===== config.mk =====
export PLATFORM = sky130hd
export DESIGN_NAME = pc_unit
export DESIGN_NICKNAME = d
export VERILOG_FILES = /design/src/rtl/pc_unit_pkg.sv /design/src/rtl/pc_unit_ret_stack.sv /design/src/rtl/pc_unit.sv
export SDC_FILE = /design/constraint.sdc
export NUM_CORES = 1
export LEC_CHECK = 0
export ABC_CLOCK_PERIOD_IN_PS = 2650
export BUFFER_PORTS_ARGS = -buffer_cell sky130_fd_sc_hd__buf_2
export CORE_ASPECT_RATIO = 0.9
export CORE_UTILIZATION = 54
export CTS_BUF_LIST = sky130_fd_sc_hd__clkbuf_4 sky130_fd_sc_hd__clkbuf_8
export DETAILED_ROUTE_END_ITERATION = 12
export PLACE_DENSITY = 0.82
export SLEW_MARGIN = 25
export SYNTH_ARGS = -nofsm -noshare
export SYNTH_HDL_FRONTEND = slang
export SYNTH_SLANG_ARGS = --single-unit

===== constraint.sdc =====
create_clock -name clk -period 2.65 [get_ports clk]
set_input_delay 0.53 -clock clk [delete_from_list [all_inputs] [get_ports clk]]
set_output_delay 0.53 -clock clk [all_outputs]
set_load 0.01 [all_outputs]

===== src/rtl/pc_unit_pkg.sv =====
// Shared CPU definitions: PC type, reset vector, decoder opcodes.
// Used by pc_unit and ret_stack; error logic is enabled by PC_UNIT_ERR_EN.
package pc_unit_pkg;

    localparam int CPU_PC_WIDTH    = 5;
    localparam int CPU_STACK_DEPTH = 8;

    typedef logic [CPU_PC_WIDTH-1:0] pc_t;

    localparam pc_t PC_RESET = '0;

    localparam logic [3:0] JMP     = 4'h1;
    localparam logic [3:0] IF0JUMP = 4'h2;
    localparam logic [3:0] IF1JUMP = 4'h3;
    localparam logic [3:0] CALL    = 4'h4;
    localparam logic [3:0] CAL0    = 4'h5;
    localparam logic [3:0] CAL1    = 4'h6;
    localparam logic [3:0] RET     = 4'h7;
    localparam logic [3:0] RET0    = 4'h8;
    localparam logic [3:0] RET1    = 4'h9;

    typedef enum logic [1:0] {
        SEL_SEQ,
        SEL_JMP,
        SEL_RET
    } pc_sel_e;

endpackage


===== src/rtl/pc_unit_ret_stack.sv =====
// Return-address LIFO: counter-based pointer, top-of-stack read port.
// Entry storage is not reset; only entries below depth are ever read.
import pc_unit_pkg::*;

module ret_stack #(
    parameter int WIDTH = CPU_PC_WIDTH,
    parameter int DEPTH = CPU_STACK_DEPTH
) (
    input  logic                       clk,
    input  logic                       rst_n,
    input  logic                       push,
    input  logic                       pop,
    input  logic [WIDTH-1:0]           wdata,
    output logic [WIDTH-1:0]           rdata,
    output logic [$clog2(DEPTH+1)-1:0] depth,
    output logic                       full,
    output logic                       empty
);

    localparam int AW = (DEPTH > 1) ? $clog2(DEPTH) : 1;
    localparam int DW = $clog2(DEPTH + 1);

    logic [WIDTH-1:0] mem [DEPTH];
    logic [DW-1:0]    cnt;
    logic [AW-1:0]    wr_idx;
    logic [AW-1:0]    rd_idx;
    logic             do_push;
    logic             do_pop;

    assign full    = (cnt == DW'(DEPTH));
    assign empty   = (cnt == '0);
    assign depth   = cnt;
    assign do_pop  = pop && !empty;
    assign do_push = push && !full && !do_pop;
    assign wr_idx  = AW'(cnt);
    assign rd_idx  = AW'(cnt - DW'(1));
    assign rdata   = empty ? '0 : mem[rd_idx];

    // Entry count; a pop takes precedence over a simultaneous push.
    always_ff @(posedge clk or negedge rst_n) begin
        if (!rst_n) begin
            cnt <= '0;
        end else if (do_pop) begin
            cnt <= cnt - DW'(1);
        end else if (do_push) begin
            cnt <= cnt + DW'(1);
        end
    end

    // Entry storage written at the current count.
    always_ff @(posedge clk) begin
        if (do_push) begin
            mem[wr_idx] <= wdata;
        end
    end

endmodule


===== src/rtl/pc_unit.sv =====
// Program counter with call/return stack, priority ret > cal > jmp > seq.
// Define PC_UNIT_ERR_EN to build the sticky ovf_err/unf_err flags.
import pc_unit_pkg::*;

module pc_unit #(
    parameter int PC_WIDTH    = CPU_PC_WIDTH,
    parameter int STACK_DEPTH = CPU_STACK_DEPTH
) (
    input  logic                             clk,
    input  logic                             rst_n,
    input  logic                             en,
    input  logic                             jmp,
    input  logic                             cal,
    input  logic                             ret,
    input  logic [PC_WIDTH-1:0]              jmp_addr,
    input  logic                             err_clr,
    output logic [PC_WIDTH-1:0]              pc,
    output logic [$clog2(STACK_DEPTH+1)-1:0] depth,
    output logic                             stack_full,
    output logic                             stack_empty,
    output logic                             ovf_err,
    output logic                             unf_err
);

    pc_sel_e             sel;
    logic                push;
    logic                pop;
    logic                ovf_set;
    logic                unf_set;
    logic [PC_WIDTH-1:0] pc_inc;
    logic [PC_WIDTH-1:0] top;
    logic [PC_WIDTH-1:0] pc_next;

    assign pc_inc = pc + PC_WIDTH'(1);

    ret_stack #(
        .WIDTH (PC_WIDTH),
        .DEPTH (STACK_DEPTH)
    ) u_stack (
        .clk   (clk),
        .rst_n (rst_n),
        .push  (push),
        .pop   (pop),
        .wdata (pc_inc),
        .rdata (top),
        .depth (depth),
        .full  (stack_full),
        .empty (stack_empty)
    );

    // Decode strobes; a blocked call/return falls through to pc+1.
    always_comb begin
        sel     = SEL_SEQ;
        push    = 1'b0;
        pop     = 1'b0;
        ovf_set = 1'b0;
        unf_set = 1'b0;
        if (en) begin
            priority case (1'b1)
                ret: begin
                    if (!stack_empty) begin
                        sel = SEL_RET;
                        pop = 1'b1;
                    end else begin
                        unf_set = 1'b1;
                    end
                end
                cal: begin
                    if (!stack_full) begin
                        sel  = SEL_JMP;
                        push = 1'b1;
                    end else begin
                        ovf_set = 1'b1;
                    end
                end
                jmp:     sel = SEL_JMP;
                default: sel = SEL_SEQ;
            endcase
        end
    end

    // Next-PC mux.
    always_comb begin
        unique case (sel)
            SEL_RET: pc_next = top;
            SEL_JMP: pc_next = jmp_addr;
            default: pc_next = pc_inc;
        endcase
    end

    // Program counter register, held while en is low.
    always_ff @(posedge clk or negedge rst_n) begin
        if (!rst_n) begin
            pc <= PC_WIDTH'(PC_RESET);
        end else if (en) begin
            pc <= pc_next;
        end
    end

`ifdef PC_UNIT_ERR_EN
    // Sticky error flags; a new error beats a same-cycle clear.
    always_ff @(posedge clk or negedge rst_n) begin
        if (!rst_n) begin
            ovf_err <= 1'b0;
            unf_err <= 1'b0;
        end else begin
            if (ovf_set) begin
                ovf_err <= 1'b1;
            end else if (err_clr) begin
                ovf_err <= 1'b0;
            end
            if (unf_set) begin
                unf_err <= 1'b1;
            end else if (err_clr) begin
                unf_err <= 1'b0;
            end
        end
    end
`else
    logic unused_err;

    assign ovf_err    = 1'b0;
    assign unf_err    = 1'b0;
    assign unused_err = ^{err_clr, ovf_set, unf_set};
`endif

endmodule


; ---- Yosys cells after proc, flatten, opt, wreduce, memory -nomap -nowiden
; Memories as Yosys holds them, arrays and structs flattened.
; Cells that the tools add are included.
[classes]
addsub = 3
n_eq_ne = 3
muxes = 19
reduce_logical = 8
[ops]
columns = cell, n
row1 = 2-to-1 mux 1 bit, 12
row2 = case mux 5 bit (2 select lines), 1
row3 = 2-to-1 mux 4 bit, 2
row4 = 2-to-1 mux 2 bit, 3
row5 = adder 5 x 1 -> 5 bit (second input constant), 1
row6 = 2-to-1 mux 5 bit, 1
row7 = adder 4 x 1 -> 4 bit (second input constant), 1
row8 = == test 4 bit (second input constant), 1
row9 = logical NOT 4 bit, 1
row10 = subtractor 4 x 1 -> 4 bit (second input constant), 1
row11 = logical AND 1 bit, 3
row12 = logical NOT 1 bit, 3
row13 = == test 2 x 1 -> 1 bit (second input constant), 1
row14 = == test 2 bit (second input constant), 1
row15 = nonzero test 2 bit, 1
[word_totals]
regBits = 9
ram_bits = 40
input_bits = 12
n_memories = 1
[mem_list]
columns = memory, words, word_bits, read_ports, rd_clocked_by_memory_dff, write_ports, line_no
row1 = u_stack.mem, 8, 5, 1, 0, 1, pc_unit_ret_stack.sv:23  ; logic [WIDTH-1:0] mem [DEPTH];

; ---- Depth between registers and ports, before layout
; Gate-level depths: netlist of the first run.
[logic_depth]
ltp_word = 9
depth_mapped = 13
ltp_nobuf = 11

; ---- Cells and area by module
; From an unflattened synthesis of the first run, not the netlist that was laid out.
[unflattened]
cells_unflattened = 180
area_unflattened_um2 = 2421.1
[modules_own_cells]
columns = module, instances, cells_each, area_each_um2, seq_area_each_um2
row1 = ret_stack, 1, 127, 1979.4, 1301.2
row2 = pc_unit, 1, 53, 441.7, 125.1

; ---- Least setup slack after synthesis of the first run
; OpenSTA, ideal clock, no wires.
[synth_timing]
kind = flip-flop to flip-flop
from = reg u_stack.cnt[0], in the netlist u_stack.depth[0]
to = reg pc[0]
setup_time_ns = 0.135
arrival_ns = 2.709
setup_slack_ns = -0.193
stages_incl_launch_ff = 13
path_buffers = 2
period_less_slack_ns = 2.843
cell_sequence = dfrtp_1 -> buf_2 -> inv_1 -> ha_1 -> or3b_1 -> inv_1 -> nor2_2 -> inv_1 -> ha_1 -> clkbuf_1 -> a221o_1 -> o21ai_0 -> o41ai_2
[synth_rtl]
columns = element, line_no
row1 = from (decl), pc_unit_ret_stack.sv:24  ; logic [DW-1:0] cnt;
row2 = from (signal assigned), pc_unit_ret_stack.sv:44  ; cnt <= cnt - DW'(1);
row3 = from (signal assigned), pc_unit_ret_stack.sv:46  ; cnt <= cnt + DW'(1);
row4 = logical NOT 4 bit *, pc_unit_ret_stack.sv:31  ; assign empty = (cnt == '0);
row5 = via stack_empty, pc_unit.sv:20  ; output logic stack_empty,
row6 = 2-to-1 mux 2 bit, pc_unit.sv:61  ; if (!stack_empty) begin
row7 = 2-to-1 mux 2 bit, pc_unit.sv:59  ; priority case (1'b1)
row8 = 2-to-1 mux 2 bit, pc_unit.sv:58  ; if (en) begin
row9 = == test 2 x 1 -> 1 bit or == test 2 bit (tied branches), pc_unit.sv:84  ; unique case (sel)
row10 = case mux 5 bit (2 select lines) *, pc_unit.sv:84
row11 = to (signal assigned), pc_unit.sv:94  ; pc <= PC_WIDTH'(PC_RESET);
row12 = to (signal assigned), pc_unit.sv:96  ; pc <= pc_next;
row13 = to (decl), pc_unit.sv:17  ; output logic [PC_WIDTH-1:0] pc,
; Mark *: on every way through the listed nets, which the timed path passes. The rest lies on a longest branch.
; A chain may end at the register's enable or synchronous reset.

; ---- Worst setup path in the final report of the first run
[layout_timing]
from = reg u_stack.cnt[1], in the netlist u_stack.depth[1]
to = reg pc[0]
[layout_between]
elab_chain_cells = 7
[layout_lines]
columns = element, line_no
row1 = branches (longest 6 deep; another with memory read (8 x 5 bit)), --
row2 = case mux 5 bit (2 select lines) *, pc_unit.sv:84
; Mark *: on every way between the ends.

==> results.sh, run 1 <==
export IMPL_status="finished with violations"
export IMPL_violations="DRC"
export IMPL_cp_end_kind="register"
export IMPL_cpPeakStageDelay_ns=0.46
export IMPL_core_area_um2=4101
export IMPL_p_per_area_nw_per_um2=1110
export IMPL_grt_pass1_wl_um=7107
export IMPL_post_route_min_period_ns=2.488
export IMPL_antenna_cells=0
export IMPL_leakagePower_nw=0.9725
export IMPL_maxCapViolCount=0
export IMPL_initial_core_util_pct=56.89
export IMPL_ys_seq_area_share_pct=61.13
export IMPL_critPathKind="reg -> reg"
export IMPL_portBuffers=21
export IMPL_syn_avg_cell_area_um2=13.97
export IMPL_synth_distinct_cells=40
export IMPL_gr_total_overflow=0
export IMPL_vias_per_cell=6.161
export IMPL_maxSlewViolCount=0
export IMPL_insertion_delay_ns=0.30
export IMPL_fin_nets=210
export IMPL_syn_cell_area_um2=2333
export IMPL_antenna_found_initial=0
export IMPL_critPathBufInv=3
export IMPL_die_w_um=71.29
export IMPL_fmax_mhz=401.9
export IMPL_path_cells="inv_1, ha_4, or3b_1, inv_2, nor2_2, inv_1, ha_1, a221o_1, o21ai_0, o41ai_2"
export IMPL_crit_family="compound AO/OA/AOI/OAI gates"
export IMPL_dp_cells=234
export IMPL_numCtsBuffers=5
export IMPL_fin_area_um2=2606
export IMPL_irDropWorstVdd_mv=0.5984
export IMPL_clockBufferDepth=2
export IMPL_die_area_um2=4589
export IMPL_min_period_over_period_pct=93.90
export IMPL_cts_htree_levels=2
export IMPL_rsz0062_at_grt="false"
export IMPL_yosysTopAreaCell="edfxtp_1"
export IMPL_synth_warnings=0
export IMPL_drt_iter0_markers=94
export IMPL_netlist_instances=167
export IMPL_cpMostUsedCell="inv_1"
export IMPL_critPathArrivalTime_ns=2.67
export IMPL_yosys_top_cells_area="edfxtp_1 (51%), dfrtp_1 (9.7%), mux4_2 (5.8%), mux4_1 (3.4%), ha_1 (2.7%)"
export IMPL_grtUsageTotal_pct=21.56
export IMPL_layout_drive_gt1_share_pct=23.71
export IMPL_dr_pass1_iters=9
export IMPL_crit_fanout=8
export IMPL_clk_pin_slew_ns=0.09
export IMPL_synth_top_area_share_pct=51.47
export IMPL_drt_antenna_violating_nets=0
export IMPL_die_h_um=64.37
export IMPL_synth_ff_type="edfxtp_1"
export IMPL_stdcell_count=242
export IMPL_hp_class="in -> async"
export IMPL_fin_setup_tns_ns=0
export IMPL_cts_tree="done"
export IMPL_core_rowCount=22
export IMPL_cp_data_required_time_ns=2.83
export IMPL_cpMaxStageDelayCell="dfrtp_2"
export IMPL_synth_edf_count=40
export IMPL_synthToLayoutAreaGrowth_pct=11.69
export IMPL_wl_per_cell_um=18.90
export IMPL_grt_pass1_vias=1454
export IMPL_place_area_um2=2510
export IMPL_wl_um=4573
export IMPL_setup_viol=0
export IMPL_vias=1491
export IMPL_finClkSkew_ns=0.005167
export IMPL_slew_headroom_pct=54.85
export IMPL_grt_max_degree=18
export IMPL_tightest_slew_ns=0.6748
export IMPL_dp_hpwl_um=3186
export IMPL_hold_viol=0
export IMPL_cts_sinks=49
export IMPL_ys_ff_latch=49
export IMPL_rrSetupSlack_ns=0.16
export IMPL_io_pins=25
export IMPL_async_flop_share_pct=18.37
export IMPL_drcViolationCount=5
export IMPL_cp_start_kind="register"
export IMPL_gp_congestion=0.8271
export IMPL_root_buffer="clkbuf_8"
area by class of cell:
| class | count | area [um2] |
|---|---|---|
| clock inverter | 3 | 26.28 |
| multi-input combinational | 102 | 849.6 |
| inverter | 10 | 37.54 |
| clock buffer | 5 | 68.82 |
| fill | 300 | 1495 |
| tap | 48 | 60.06 |
| timing repair buffer | 25 | 135.1 |
| sequential | 49 | 1429 |
path summary, 6_finish.rpt:
kind | start | to | cells past startpoint
setup / recovery | u_stack.depth[1] | pc[0] | 10
hold / removal | rst_n | u_stack.depth[3] | 1
setup reg to reg | u_stack.depth[1] | pc[0] | 10
hold reg to reg | u_stack.depth[3] | u_stack.depth[3] | 1
max in group asynchronous | rst_n | u_stack.depth[0] | 1
min in group clk | jmp_addr[4] | pc[4] | 3
through the flow:
stage / hold slack [ns] / utilization [%] / setup slack, ns / total power (W)
6_report: 0.07918 / 63.54 / 0.1616 / 0.002892
5_1_grt: 0.08187 / 63.54 / 0.01038 / 0.003044
4_1_cts: 0.07583 / 63.51 / 0.1178 / 0.002889
3_5_place_dp: 0.4019 / 61.20 / 0.1424 / 0.002441
3_3_place_gp: 0.3971 / 61.20 / 0.2756 / 0.002390
2_1_floorplan: 0.2344 / - / 0.02267 / 0.002111
synth_stat cells, drive strengths merged (2+ instances only):
library cell / n
a211o: 3
a32oi: 2
and2: 4
buf: 4
clkbuf: 3
dfrtp: 9
edfxtp: 40
ha: 5
inv: 10
mux2i: 5
mux4: 9
nand2: 8
nand3: 10
nor2: 16
nor2b: 4
nor3: 4
o211ai: 2
o21ai: 6
o31ai: 2
xor2: 5
cells in the final DEF (no fill, tap or decap), types with 3 or more instances in the layout:
master	instances
nand2_1	8
mux2i_1	5
inv_1	9
clkbuf_8	5
mux4_1	3
nor3_1	4
and2_1	4
nand3_1	10
nor2b_1	4
buf_2	21
buf_4	4
a211o_1	3
o21ai_0	6
ha_1	4
dfrtp_1	7
xor2_1	4
edfxtp_1	40
mux4_2	6
nor2_1	15
worst reg2reg max path, cell delays in order, from the launching register on:
cell,delay [ns]
dfrtp_2,0.46
inv_1,0.15
ha_4,0.20
or3b_1,0.42
inv_2,0.09
nor2_2,0.07
inv_1,0.12
ha_1,0.30
a221o_1,0.34
o21ai_0,0.12
o41ai_2,0.11
layer usage:
layer	GRT usage [%]	vias up	wire length, um
li1	-	679	-
met1	27.69	750	2082
met2	36.31	53	2234
met3	4.259	9	177
met4	8.250	0	78
met5	0	-	0
timing repair:
| item | in CTS | in global routing |
|---|---|---|
| gates resized for setup | 0 | 1 |
| endpoints found under the setup margin | 0 | 1 |
| hold buffers | 0 | 0 |
| setup buffers | 0 | 0 |
flip-flops by register name, summed over array words and instances (netlist names):
signal,count
pc,5
u_stack.mem,40
u_stack.depth,4
power breakdown:
| part | switching [W] | total (W) | internal [W] |
|---|---|---|---|
| combinational | 0.000696 | 0.00125 | 0.000557 |
| clock | 0.000260 | 0.000452 | 0.000192 |
| sequential | 0.000122 | 0.00119 | 0.00106 |
| total | 0.00108 | 0.00289 | 0.00181 |
cells by family (layout without fill, tap and decap cells):
kind of cell	after synthesis	count (layout)	synth area share, %
simple gates	52	52	10.99
buf+inv	17	43	3.164
mux	14	14	11.31
flops	49	49	61.13
other cells	1	2	0.1607
fa+ha+maj	5	5	2.681
compound gates	23	23	7.507
xor+xnor	6	6	3.056
Note: power is estimated with default switching activity, not from simulation.
==> run 2, diff against run 1 <==
- CORE_MARGIN: not set -> 8
==> run 2 against run 1 <==
Compared with the run above:
- the run now ends clean
- critical path type unchanged
- via count fell by 2.4%
- die area rose by 46%
- flip-flop and latch count did not move
- design area rose by 0.19%
- power rose by 0.93%
- clock skew rose by 0.0014 ns
- highest routed layer unchanged
- clock-buffer cell count rose by 1
- wire length rose by 0.33%
==> results.sh, run 2 (synthesis results as in run 1) <==
export IMPL_status="finished, final reports clean"
export IMPL_stdcell_count=242
export IMPL_synthToLayoutAreaGrowth_pct=11.90
export IMPL_gr_total_overflow=0
export IMPL_tightest_slew_ns=0.6364
export IMPL_critPathArrivalTime_ns=2.64
export IMPL_grt_pass1_wl_um=7424
export IMPL_leakagePower_nw=0.9820
export IMPL_antenna_cells=0
export IMPL_cpMaxStageDelayCell="dfrtp_2"
export IMPL_dr_pass1_iters=4
export IMPL_cp_start_kind="register"
export IMPL_portBuffers=21
export IMPL_grt_max_degree=17
export IMPL_gp_congestion=0.8387
export IMPL_fmax_mhz=406.5
export IMPL_layout_drive_gt1_share_pct=23.71
export IMPL_root_buffer="clkbuf_8"
export IMPL_hold_viol=0
export IMPL_die_h_um=78.37
export IMPL_cpMostUsedCell="inv_1"
export IMPL_regMostFlops="u_stack.mem"
export IMPL_cts_htree_levels=2
export IMPL_initial_core_util_pct=56.52
export IMPL_clockBufferDepth=2
export IMPL_p_per_area_nw_per_um2=1118
export IMPL_finClkSkew_ns=0.006540
export IMPL_post_cts_buffers=0
export IMPL_fin_nets=210
export IMPL_slew_headroom_pct=57.43
export IMPL_drt_iter0_markers=106
export IMPL_path_cells="inv_1, ha_4, or3b_1, inv_2, nor2_2, inv_1, ha_1, buf_4, nand2_1, o211ai_1, o21ai_0, o31ai_1"
export IMPL_irDropWorstVdd_mv=0.6506
export IMPL_layout_commonest_cell="edfxtp_1"
export IMPL_final_cell_mix="edfxtp_1 (40), buf_2 (21), nor2_1 (15)"
export IMPL_fin_setup_tns_ns=0
export IMPL_crit_fanout=8
export IMPL_cts_tree="done"
export IMPL_vias_per_cell=6.012
export IMPL_hp_class="in -> async"
export IMPL_numCtsBuffers=5
export IMPL_maxSlewViolCount=0
export IMPL_core_area_um2=4129
export IMPL_die_area_um2=6684
export IMPL_drt_antenna_violating_nets=0
export IMPL_vias=1455
export IMPL_cpPeakStageDelay_ns=0.46
export IMPL_maxCapViolCount=0
export IMPL_cts_sinks=49
export IMPL_nFillCells=302
export IMPL_wl_um=4588
export IMPL_min_period_over_period_pct=92.83
export IMPL_insertion_delay_ns=0.30
export IMPL_antenna_found_initial=0
export IMPL_rsz0062_at_grt="false"
export IMPL_largest_reg_flops=40
export IMPL_clk_pin_slew_ns=0.09
export IMPL_critPathKind="reg -> reg"
export IMPL_grtUsageTotal_pct=14.61
export IMPL_die_w_um=85.29
export IMPL_wl_per_cell_um=18.96
export IMPL_io_pins=25
export IMPL_post_route_min_period_ns=2.460
export IMPL_drcViolationCount=0
export IMPL_multi_input_area_um2=849.6
export IMPL_dp_cells=234
export IMPL_grt_pass1_vias=1479
export IMPL_core_rowCount=22
export IMPL_hold_buffers=0
export IMPL_setup_viol=0
export IMPL_ctsResizeCount=0
export IMPL_cp_end_kind="register"
export IMPL_cp_data_required_time_ns=2.83
export IMPL_seq_area_um2=1429
export IMPL_dp_hpwl_um=3265
## run 2: changes by cell type in the layout (fill, tap and decap cells not counted)
cell        previous run  this run
clkbuf_8               5         6
inv_8                  1         0
inv_6                  0         1
clkinv_4               0         1
clkinvlp_4             2         0
## run 2: path summary, 6_finish.rpt
path	start	endpoint	slack, ns	depth (start not counted)
worst max register to register	u_stack.depth[1]	pc[1]	0.19	12
worst min register to register	u_stack.depth[3]	u_stack.depth[3]	0.58	1
max in group asynchronous	rst_n	u_stack.depth[0]	2.37	1
worst min-delay path	rst_n	u_stack.depth[3]	0.07	1
worst max-delay path	u_stack.depth[1]	pc[1]	0.19	12
min in group clk	jmp_addr[3]	pc[3]	0.50	3
## run 2: final cells by class
cell class	count	share of cell area [%]
Sequential cell	49	54.72
Multi-Input combinational cell	102	32.53
Timing Repair Buffer	25	5.175
Clock buffer	6	3.162
Tap cell	48	2.300
Inverter	10	1.437
Clock inverter	2	0.6708
## run 2: through the flow
step	hold WS, ns	total power, W	utilization (%)	area (um2)	worst slack (ns)
2_1_floorplan	0.2344	0.002111	-	2355	0.02267
3_5_place_dp	0.4010	0.002459	60.79	2510	0.2230
4_1_cts	0.06412	0.002930	63.21	2610	0.2006
6_report	0.06894	0.002919	63.24	2611	0.1899
3_3_place_gp	0.3937	0.002407	60.79	2510	0.2683
5_1_grt	0.07076	0.003097	63.24	2611	0.01615
## run 2: report_power, final
part | leakage [nW] | switching (W) | internal (W)
Sequential | 0.464 | 0.000119 | 0.00106
Clock | 0.0518 | 0.000251 | 0.000217
Combinational | 0.466 | 0.000709 | 0.000558
## run 2: critical path: cells and delay by family, from the launching register on
family	cells	cell delay [ns]
AOI/OAI and AO/OA	3	0.31
buffers and inverters	4	0.53
DFF	1	0.46
and+or+nand+nor	3	0.54
adders and majority gates	2	0.49
## run 2: routing by layer
layer / share of wire [%] / vias up / wire length, um / track usage (%)
li1: - / 677 / - / -
met1: 44 / 719 / 2019 / 18.56
met2: 47 / 51 / 2154 / 23.17
met3: 7.7 / 8 / 352 / 3.954
met4: 1.3 / 0 / 61 / 6.119
met5: 0 / - / 0 / 0
